[src/rtl/upsampler_if.sv]
// Purpose: sample-in / interpolated-word-out bundle of the 16x upsampler.
// Latency: none (wires only).
// Backpressure: in_valid/in_ready on the input side; the output side is valid-only.
// Ports: in_valid/in_ready/in_data (12-bit offset-binary sample),
//        out_valid/out (48-bit signed word), seg_start, underrun.
interface upsampler_if;
  logic        in_valid;
  logic        in_ready;
  logic [11:0] in_data;
  logic        out_valid;
  logic [47:0] out;
  logic        seg_start;
  logic        underrun;

  // master: the sample source / output consumer
  modport master (
    output in_valid, in_data,
    input  in_ready, out_valid, out, seg_start, underrun
  );

  // slave: the upsampler itself
  modport slave (
    input  in_valid, in_data,
    output in_ready, out_valid, out, seg_start, underrun
  );
endinterface

[src/rtl/upsampler.sv]
// Purpose: 16x linear-interpolating upsampler, 12-bit offset-binary in, 48-bit signed out.
// Latency: first two samples accepted on cycles t, t+1 -> out_valid at t+3 with out = X(first).
// Backpressure: 4-entry FIFO; in_ready = FIFO not full; one sample consumed per 16 cycles.
// Ports: adc_clk, nreset (async, active-low), bus (upsampler_if.slave).
//   The sample MSB lands on bit RANGE_H of the 48-bit word (legal 15..46).
module upsampler #(
  parameter int RANGE_H = 28
) (
  input  logic       adc_clk,
  input  logic       nreset,
  upsampler_if.slave bus
);

  typedef enum logic [1:0] {IDLE, LOAD1, RUN, HOLD} state_t;

  state_t      state, state_nxt;

  logic [11:0] mem [4];
  logic [1:0]  wr_ptr, rd_ptr;
  logic [2:0]  count;
  logic        push, pop, have;

  logic [47:0] target, acc, step;
  logic [3:0]  phase;
  logic        underrun_q;

  logic        take_first, seg_load, hold_enter;
  logic [47:0] x_pop, step_new;
  logic signed [47:0] diff;

  // Offset-binary -> signed, sign-extended above RANGE_H, zero-filled below.
  // At least 4 zero LSBs guarantee the >>> 4 below is exact.
  function automatic logic [47:0] to_x(input logic [11:0] d);
    logic [11:0] s;
    s = d ^ 12'h800;
    return {{(47 - RANGE_H){s[11]}}, s, {(RANGE_H - 11){1'b0}}};
  endfunction

  assign have     = (count != 3'd0);
  assign push     = bus.in_valid && bus.in_ready;
  assign x_pop    = to_x(mem[rd_ptr]);
  assign diff     = $signed(x_pop) - $signed(target);
  assign step_new = diff >>> 4;

  assign bus.in_ready = (count != 3'd4);
  assign bus.out      = acc;
  assign bus.underrun = underrun_q;

  // FIFO: registered count, push and pop may coincide.
  always_ff @(posedge adc_clk or negedge nreset) begin
    if (!nreset) begin
      for (int i = 0; i < 4; i++) mem[i] <= '0;
      wr_ptr <= '0;
      rd_ptr <= '0;
      count  <= '0;
    end else begin
      if (push) begin
        mem[wr_ptr] <= bus.in_data;
        wr_ptr      <= wr_ptr + 2'd1;
      end
      if (pop) rd_ptr <= rd_ptr + 2'd1;
      count <= count + {2'b0, push} - {2'b0, pop};
    end
  end

  // FSM: state register
  always_ff @(posedge adc_clk or negedge nreset) begin
    if (!nreset) state <= IDLE;
    else         state <= state_nxt;
  end

  // FSM: next state
  always_comb begin
    state_nxt = state;
    case (state)
      IDLE:    if (have) state_nxt = LOAD1;
      LOAD1:   if (have) state_nxt = RUN;
      RUN:     if (phase == 4'hf && !have) state_nxt = HOLD;
      HOLD:    if (have) state_nxt = RUN;
      default: state_nxt = IDLE;
    endcase
  end

  // FSM: outputs and datapath strobes
  always_comb begin
    take_first    = 1'b0;
    seg_load      = 1'b0;
    hold_enter    = 1'b0;
    bus.out_valid = 1'b0;
    bus.seg_start = 1'b0;
    case (state)
      IDLE:  take_first = have;
      LOAD1: seg_load = have;
      RUN: begin
        bus.out_valid = 1'b1;
        bus.seg_start = (phase == 4'h0);
        if (phase == 4'hf) begin
          seg_load   = have;
          hold_enter = !have;
        end
      end
      HOLD: begin
        bus.out_valid = 1'b1;
        seg_load      = have;
      end
      default: ;
    endcase
    pop = take_first || seg_load;
  end

  // Datapath. The segment base is only needed at load time, where it equals
  // the outgoing target; acc carries it from then on, so no separate base reg.
  always_ff @(posedge adc_clk or negedge nreset) begin
    if (!nreset) begin
      target     <= '0;
      acc        <= '0;
      step       <= '0;
      phase      <= '0;
      underrun_q <= 1'b0;
    end else begin
      underrun_q <= hold_enter;
      if (take_first) begin
        target <= x_pop;
      end else if (seg_load) begin
        target <= x_pop;
        acc    <= target;
        step   <= step_new;
        phase  <= '0;
      end else if (hold_enter) begin
        acc   <= target;
        step  <= '0;
        phase <= phase + 4'd1;
      end else if (state == RUN) begin
        acc   <= acc + step;
        phase <= phase + 4'd1;
      end
    end
  end

endmodule

[src/flat_wrapper.sv]
// flat-port wrapper written by rule: the top's interface ports become plain ports
module upsampler_flat 
#(
  parameter int RANGE_H = 28
)
  (adc_clk, nreset, bus_in_valid, bus_in_data, bus_in_ready, bus_out_valid, bus_out, bus_seg_start, bus_underrun);
  upsampler_if bus_i ();
  input  logic adc_clk;
  input  logic nreset;
  input wire logic [$bits(bus_i.in_valid)-1:0] bus_in_valid;
  input wire logic [$bits(bus_i.in_data)-1:0] bus_in_data;
  output wire logic [$bits(bus_i.in_ready)-1:0] bus_in_ready;
  output wire logic [$bits(bus_i.out_valid)-1:0] bus_out_valid;
  output wire logic [$bits(bus_i.out)-1:0] bus_out;
  output wire logic [$bits(bus_i.seg_start)-1:0] bus_seg_start;
  output wire logic [$bits(bus_i.underrun)-1:0] bus_underrun;
  assign bus_i.in_valid = bus_in_valid;
  assign bus_i.in_data = bus_in_data;
  assign bus_in_ready = bus_i.in_ready;
  assign bus_out_valid = bus_i.out_valid;
  assign bus_out = bus_i.out;
  assign bus_seg_start = bus_i.seg_start;
  assign bus_underrun = bus_i.underrun;
  upsampler #(.RANGE_H(RANGE_H)) u_core (.adc_clk(adc_clk), .nreset(nreset), .bus(bus_i));
endmodule
[config.mk]
export PLATFORM = sky130hd
export DESIGN_NAME = upsampler_flat
export DESIGN_NICKNAME = d
export VERILOG_FILES = /design/src/rtl/upsampler_if.sv /design/src/rtl/upsampler.sv /design/src/flat_wrapper.sv
export SDC_FILE = /design/constraint.sdc
export NUM_CORES = 1
export LEC_CHECK = 0
export ABC_AREA = 1
export CAP_MARGIN = 25
export CORE_ASPECT_RATIO = 0.5
export CORE_MARGIN = 2
export CORE_UTILIZATION = 35
export DETAILED_ROUTE_END_ITERATION = 8
export GPL_TIMING_DRIVEN = 0
export SYNTH_ARGS = -nofsm -noshare
export SYNTH_HDL_FRONTEND = slang
export SYNTH_SLANG_ARGS = --single-unit
[constraint.sdc]
create_clock -name adc_clk -period 9.35 [get_ports adc_clk]
set_input_delay 1.87 -clock adc_clk [delete_from_list [all_inputs] [get_ports adc_clk]]
set_output_delay 1.87 -clock adc_clk [all_outputs]
set_load 0.005 [all_outputs]
# Word level (Yosys, flattened, before mapping)
# Cells that the tools add are included.
# totals
reg_bits	206
word_cells	78
output_inout_bits	52
input_bits	15
# classes
eq_ne	8
add_sub_neg	7
mux	27
n_lt_le_gt_ge	3
n_bitwise	4
reduce_logical	16
# ops
op	n
$mux W48	7
$add A48 B48 Y48	1
$bwmux W48	1
$sub A29 B48 Y48	1
$mux W12	3
$bmux W12 S2	1
$demux W12 S2	1
$mux W4	3
$ge A3 B3 Y1 const B	2
$mux W1	6
$mux W2	3
$ne A2 B1 Y1 const B	3
$not A2 Y3	2
$pmux W2 S3	1
$reduce_bool A3 Y1	2
$add A2 B1 Y2 const B	2
$add A4 B1 Y4 const B	1
$eq A2 B2 Y1 const B	2
$eq A4 B4 Y1 const B	1
$logic_not A4 Y1	1
$reduce_and A2 Y1	2
$reduce_bool A2 Y1	2
$reduce_or A2 Y1	2
$add A3 B1 Y3	1
other kinds (11)	14

# Longest topological paths before layout
# Gate-level depths: netlist of run 1.
# depth
depth_word	7
ltp_mapped	18
depth_no_buf	16

# Worst setup path before layout of run 1
# No wires, ideal clock.
# synth_path
path_type	register to register
from	register u_core.rd_ptr[0]
to	register u_core.step[24]
path_buffers	2
arrival_ps	3016
path_stages_with_launch	15
setup_time_ps	121
synth_period_minus_slack_ps	3137
setup_slack_ps	6213
t_required_ps	9229
path_cell_list	dfrtp_1 > clkbuf_1 > inv_1 > buf_1 > nand2_1 > a32o_1 > ha_1 > inv_1 > nand3_1 > o21ai_0 > a21oi_1 > or2_2 > o21ai_0 > fa_1 > a22o_1
# synth_via
elab_chain_len	7
# synth_rtl
item	line	source
from (decl)	upsampler.sv:19	logic [1:0] wr_ptr, rd_ptr;
from (signal assigned)	upsampler.sv:61	if (pop) rd_ptr <= rd_ptr + 2'd1;
$not A2 Y3 (not written as such) *	upsampler.sv:41	assign x_pop = to_x(mem[rd_ptr]);
$bmux W12 S2 *	upsampler.sv:41	
$mux W12 (not written as such) * (2 in a row)	upsampler.sv:41	
$not A1 Y1 (no line)	-	
$sub A29 B48 Y48 *	upsampler.sv:42	assign diff = $signed(x_pop) - $signed(target);
$mux W48 *	upsampler.sv:124	end else if (seg_load) begin
to (signal assigned)	upsampler.sv:127	step <= step_new;
to (decl)	upsampler.sv:23	logic [47:0] target, acc, step;
# Every way passes the cells marked *; elsewhere a longest branch is shown, timed or not. The select of a mux whose other input is x is not followed.
# A chain may end at the register's enable or synchronous reset.

# Final worst setup path of run 1
# layout_path
from	register u_core.rd_ptr[0]
to	register u_core.step[24]
# layout_via
word_cells_on_any_way	7
classes_between	add/sub (1); mux (4); bitwise (2)
# layout_rtl
item	line	source
$not A2 Y3 (not written as such)	upsampler.sv:41	
$bmux W12 S2	upsampler.sv:41	
$mux W12 (not written as such) (2 in a row)	upsampler.sv:41	
net u_core.x_pop[18]	upsampler.sv:28	logic [47:0] x_pop, step_new;
$sub A29 B48 Y48	upsampler.sv:42	
$mux W48	upsampler.sv:124	
# The timed path passes the listed nets, and every way through them passes these cells. The select of a mux whose other input is x is not followed.

==> results of run 1 <==
[final cells by class]
cell class | instances | area share [%]
inverter | 147 | 5.268
buffer | 47 | 2.616
sequential | 140 | 33.45
tap | 344 | 4.109
clock buffer | 21 | 4.492
multi-input combinational | 873 | 43.48
clock inverter | 11 | 1.242
timing repair buffer | 54 | 5.340
[critical path, cell delays in order, from the launching register on]
cell and delay [ps]:
dfrtp_1 360, clkbuf_1 230, inv_1 230, buf_1 450
nor2_1 80, o22ai_1 470, ha_1 230, nand3_1 100
o21ai_0 360, a21oi_1 180, or2_2 310, o21ai_0 230
fa_1 460, a22o_1 210
[layer usage]
| layer | track usage [%] | vias up | routed length (µm) |
|---|---|---|---|
| met4 | 5.490 | 0 | 317 |
| met1 | 26.99 | 3860 | 12190 |
| met3 | 3.638 | 27 | 1425 |
| li1 | - | 4029 | - |
| met5 | 0 | - | 0 |
| met2 | 31.43 | 231 | 11140 |
[synth_stat cells (all sizes together)]
master	n
a21oi	86
nor3	11
conb	1
xor2	12
fa	7
o21ai	141
clkbuf	18
o21a	1
xnor2	6
o22ai	11
inv	147
nand2	326
nand4	5
or2	6
a32oi	1
a21boi	2
buf	29
a21o	2
o21bai	5
nand3	65
dfrtp	140
a22o	5
a32o	3
nor2	104
ha	54
a31oi	1
nand3b	4
o31ai	2
[registers in the layout, summed over array words and instances, names as in the netlist]
signal and cells:
u_core.bus.underrun 1, u_core.phase 4, u_core.rd_ptr 2, u_core.count 3
u_core.wr_ptr 2, u_core.mem 48, u_core.state 2, u_core.bus.out 35
u_core.step 31, u_core.target 12
[stage by stage]
stage	util, %	worst slack, ps	hold slack [ps]	std cells	area [µm²]
6_report	41.92	5348	478.0	1637	10470
5_1_grt	41.92	4997	500.2	1637	10470
4_1_cts	41.92	5292	483.4	1637	10470
3_5_place_dp	39.52	5315	467.6	1605	9873
3_3_place_gp	39.41	673.4	460.9	1604	9844
2_1_floorplan	-	6213	447.8	1207	8884
[cell usage in the layout (no fill, tap or decap), types with 9 or more instances in the layout]
master | netlist | layout
clkbuf_16 | 0 | 17
o21ai_0 | 134 | 134
dfrtp_1 | 140 | 140
conb_1 | 1 | 13
xor2_1 | 12 | 12
clkdlybuf4s50_1 | 0 | 52
a21oi_1 | 85 | 85
nand2_1 | 324 | 324
nor3_1 | 9 | 9
buf_4 | 15 | 15
o22ai_1 | 11 | 11
buf_2 | 9 | 9
clkbuf_1 | 18 | 19
nor2_1 | 100 | 100
inv_1 | 141 | 141
ha_1 | 54 | 54
nand3_1 | 64 | 64
[path summary, 6_finish.rpt]
kind	from	endpoint	slack, ps
setup / recovery	u_core.rd_ptr[0]$_DFFE_PN0N_	u_core.step[24]$_DFFE_PN0P_	5350
hold / removal	u_core.mem[18]$_DFFE_PN0P_	u_core.mem[18]$_DFFE_PN0P_	480
setup reg to reg	u_core.rd_ptr[0]$_DFFE_PN0N_	u_core.step[24]$_DFFE_PN0P_	5350
hold reg to reg	u_core.mem[18]$_DFFE_PN0P_	u_core.mem[18]$_DFFE_PN0P_	480
max in group asynchronous	nreset	u_core.bus.out[38]$_DFFE_PN0P_	7110
min in group asynchronous	nreset	u_core.mem[39]$_DFFE_PN0P_	1470
[logic make-up (layout without fill, tap and decap cells)]
family                   count (synthesis)  in the layout  synth area share [%]
flip-flops                             140            140                 39.64
adder cells (fa/ha/maj)                 61             61                 9.230
other                                    1             13               0.04243
buffers and inverters                  194            280                 9.343
XOR/XNOR                                18             18                 1.784
AND/OR/NAND/NOR                        521            521                 24.26
AO/OA/AOI/OAI                          260            260                 15.70
==> key figures, run 1 <==
Clocking
  • Root buf cell: clkbuf_16
  • CTS tree: done
  • H-tree levels: 4
  • Cts hold-fix bufs: 0
  • Clk sinks: between 100 and 150
  • CTS Buf Count: 17
  • Post-cts sizing count: 0
  • Clock transition at path regs: 60 ps
  • Clock Path Buffers: 2
  • Worst-Skew Late Latency: ~440 ps
  • Post-CTS setup buffers: 0

Yosys
  • Top cell type's share of synthesized area: approximately 40%
  • Synth cell types: 41
  • Area contributors post-synth: dfrtp_1, nand2_1, ha_1
  • YS warnings: 0
  • Post-synth top area cell: dfrtp_1
  • Cells after synthesis: around 1200
  • Seq/Total Area, Yosys: about two fifths
  • Avg Cell Area, Syn: about 7.4 µm²
  • Cell Area, Synth: 8838 µm²
  • Seq cells post-synth: 140

Timing
  • Least-Margin Pin Slew: just over 800 ps
  • Final Skew: around 17 ps
  • Final Hold Vio Count: 0
  • Fmax: approximately 250 MHz
  • Relative slew slack: 45.93%
  • Tmin final: 4002 ps
  • Final setup violation count: 0
  • RSZ-0062 raised after global routing: false
  • Crit share post-route: a little over two fifths
  • Max-slew violations: 0
  • Setup TNS: 0 ps

Detailed routing
  • Final ANT Viol Nets: 0
  • Drt pass-1 iters: 5
  • WL per Instance: 15.32 µm
  • Post-DR vias/cell: 4.977
  • Iter 0 DRT Violations: approximately 700
  • Final WL: roughly 25000 µm
  • DRC violations left: 0
  • Via count: a little over 8000

Min path
  • Hold WC Path Type: reg2reg
  • Worst hold stages: 2

Floorplanning
  • Number of core rows: 41
  • Die span in x: ~230 µm
  • Initial Util: roughly 35%
  • CORE AREA: ~25000 µm²
  • Die H: between 100 and 150 µm
  • Die area: 26620 µm²
  • IO Pins: 67

Cells and area
  • Sequential cell area: about 3500 µm²
  • Ant diodes: 0
  • # fillers: 2573
  • Share of cells above drive strength 1: 6.419%
  • Area occupied by multi-input gates: approximately 4600 µm²
  • NumNets Final: 1356
  • Area Overhead vs Synth: 18.50%

Global routing
  • Largest net degree at the start of global routing: between 80 and 90
  • Wire length of the first global-routing pass: just over 40000 µm
  • Tot GR Track Use: between 15 and 20%
  • Vias in the first global route: around 7600
  • GR Overflow Total: 0
  • Initial antenna violation count: 0

Setup path
  • Critical Path RT: 9670 ps
  • Critical-path maximum fanout: 10
  • Reg2Reg Depth: 13
  • Worst setup EP type: flip-flop
  • Critical Path AT: between 4000 and 5000 ps
  • Kind of critical path: reg2reg
  • CP Launch Type: flip-flop

Placed design
  • Post-DP HPWL: 19350 µm
  • GP Congestion: roughly 0.94
  • PortBufs: 53

Flow run
  • Max Cap Viol: 0

Status
  • Status: finished clean
Power of run 1 is not shown: default switching activity piles up to over one toggle a cycle in this logic, so the estimate is an artifact.
==> run 2: changes to the inputs <==
==> constraint.sdc (replaced) <==
create_clock -name adc_clk -period 4 [get_ports adc_clk]
set_input_delay 0.8 -clock adc_clk [delete_from_list [all_inputs] [get_ports adc_clk]]
set_output_delay 0.8 -clock adc_clk [all_outputs]
set_load 0.005 [all_outputs]
==> key figures, run 2 (synthesis results as in run 1) <==
Placed design
  • Placed Area: 9873 µm²
  • PortBufs: 53
  • Placed cells: between 1500 and 2000
  • GP Congestion: 0.9433
  • Post-DP HPWL: 19350 µm

Timing
  • Final Hold Vio Count: 0
  • Max-slew violations: 0
  • Final Skew: between 15 and 20 ps
  • Final setup violation count: 0
  • RSZ-0062 raised after global routing: false
  • Fmax: 271.8 MHz
  • Least-Margin Pin Slew: 816.9 ps
  • Relative slew slack: a little under half
  • Tmin final: ~3700 ps
  • Crit share post-route: ~90%

Clocking
  • Clock Path Buffers: 2
  • CTS Buf Count: 17
  • CTS tree: done
  • Worst-Skew Late Latency: around 440 ps
  • Root buf cell: clkbuf_16
  • Cts hold-fix bufs: 0
  • H-tree levels: 4
  • Clk sinks: 140
  • Post-CTS setup buffers: 0
  • Clock transition at path regs: 60 ps

Detailed routing
  • Drt pass-1 iters: 5
  • Iter 0 DRT Violations: between 700 and 800
  • Final ANT Viol Nets: 0
  • DRC violations left: 0
  • Via count: slightly above 8000
  • Post-DR vias/cell: approximately 5.0
  • WL per Instance: 15.38 µm
  • Final WL: 25170 µm

Global routing
  • Vias in the first global route: ~7600
  • GR Overflow Total: 0
  • Wire length of the first global-routing pass: around 40000 µm
  • Initial antenna violation count: 0
  • Tot GR Track Use: 19.47%
  • Largest net degree at the start of global routing: 83

Cells and area
  • Finished Core Util: 41.95%
  • Area Overhead vs Synth: 18.59%
  • Post-Layout Cell Count: between 1500 and 2000
  • Share of cells above drive strength 1: ~6.8%
  • Ant diodes: 0
  • Most frequent cells in the layout: nand2_1, inv_1, dfrtp_1
  • NumNets Final: 1355
  • Finished Cell Area: around 10000 µm²
  • Top reg by flops: u_core.mem
  • Commonest non-fill, non-tap cell in the layout: nand2_1
  • Largest register FFs: 48

Setup path
  • Crit path max-delay family: compound AO/OA/AOI/OAI gates
  • WP buf/inv: 2
  • Worst setup EP type: flip-flop
  • Critical Path RT: about 4300 ps
  • Crit-path slowest cell: fa_1
  • Kind of critical path: reg2reg
  • Top cell by count, worst path: o21ai_0
  • Critical-path maximum fanout: 10
  • CP Launch Type: flip-flop
  • Slowest Stage Delay on Critical Path: between 400 and 500 ps
  • CP cell instances: inv_1, clkbuf_1, o21ai_0, o22ai_1, ha_1, nand3_1, o21ai_0, a21oi_1, or2_2, o21ai_0, fa_1, a22o_1
  • Critical Path AT: 4000 ps

Floorplanning
  • CORE AREA: ~25000 µm²
  • Number of core rows: slightly above 40
  • Die area: between 20000 and 30000 µm²
  • IO Pins: 67
  • Die span in x: between 200 and 250 µm
  • Initial Util: ~35%
  • Die H: about 120 µm

Flow run
  • Max Cap Viol: 0

Status
  • Status: finished clean

Min path
  • Hold WC Path Type: in2async
-- run 2: cell type report --
class                   count  area, µm²
clock buffers              21      470.5
multi-input cells         873       4561
inverters                 147      551.8
well taps                 344      430.4
fillers                  2567      14500
flip-flops and latches    140       3505
plain buffers              46      274.0
repair buffers             54      559.3
clock inverters            11      130.1
-- run 2: path summary, 6_finish.rpt --
| check | slack, ps | cells past startpoint | to | from |
|---|---|---|---|---|
| min in group adc_clk | 480 | 2 | u_core.mem[18]$_DFFE_PN0P_ | u_core.mem[18]$_DFFE_PN0P_ |
| max in group asynchronous | 2840 | 2 | u_core.bus.out[38]$_DFFE_PN0P_ | nreset |
| min reg2reg | 480 | 2 | u_core.mem[18]$_DFFE_PN0P_ | u_core.mem[18]$_DFFE_PN0P_ |
| max reg2reg | 320 | 12 | u_core.step[24]$_DFFE_PN0P_ | u_core.rd_ptr[1]$_DFFE_PN0N_ |
| min | 390 | 1 | u_core.mem[39]$_DFFE_PN0P_ | nreset |
| max | 320 | 12 | u_core.step[24]$_DFFE_PN0P_ | u_core.rd_ptr[1]$_DFFE_PN0N_ |
-- run 2: what timing repair did --
item	in CTS	in global routing
hold endpoints to repair	0	0
setup endpoints to repair	1	7
resized for setup	2	5
cloned	0	0
-- run 2: stage by stage --
stage / TNS, ps / setup WS, ps / hold slack [ps]
floorplan: 0 / 862.6 / 447.8
global placement: -503170 / -3607 / 460.9
detailed placement: -35.29 / -35.29 / 467.6
CTS: 0 / 8.739 / 432.7
global route: 0 / 57.87 / 473.9
finish: 0 / 320.3 / 388.5
-- run 2: routing by layer --
layer | track usage [%] | vias up | share of wire, %
met5 | 0 | - | 0
met4 | 5.490 | 0 | 1.3
met3 | 3.638 | 24 | 5.6
met2 | 31.43 | 251 | 44
met1 | 26.99 | 3839 | 49
li1 | - | 4022 | -
Power of run 2 is left out for the same reason.
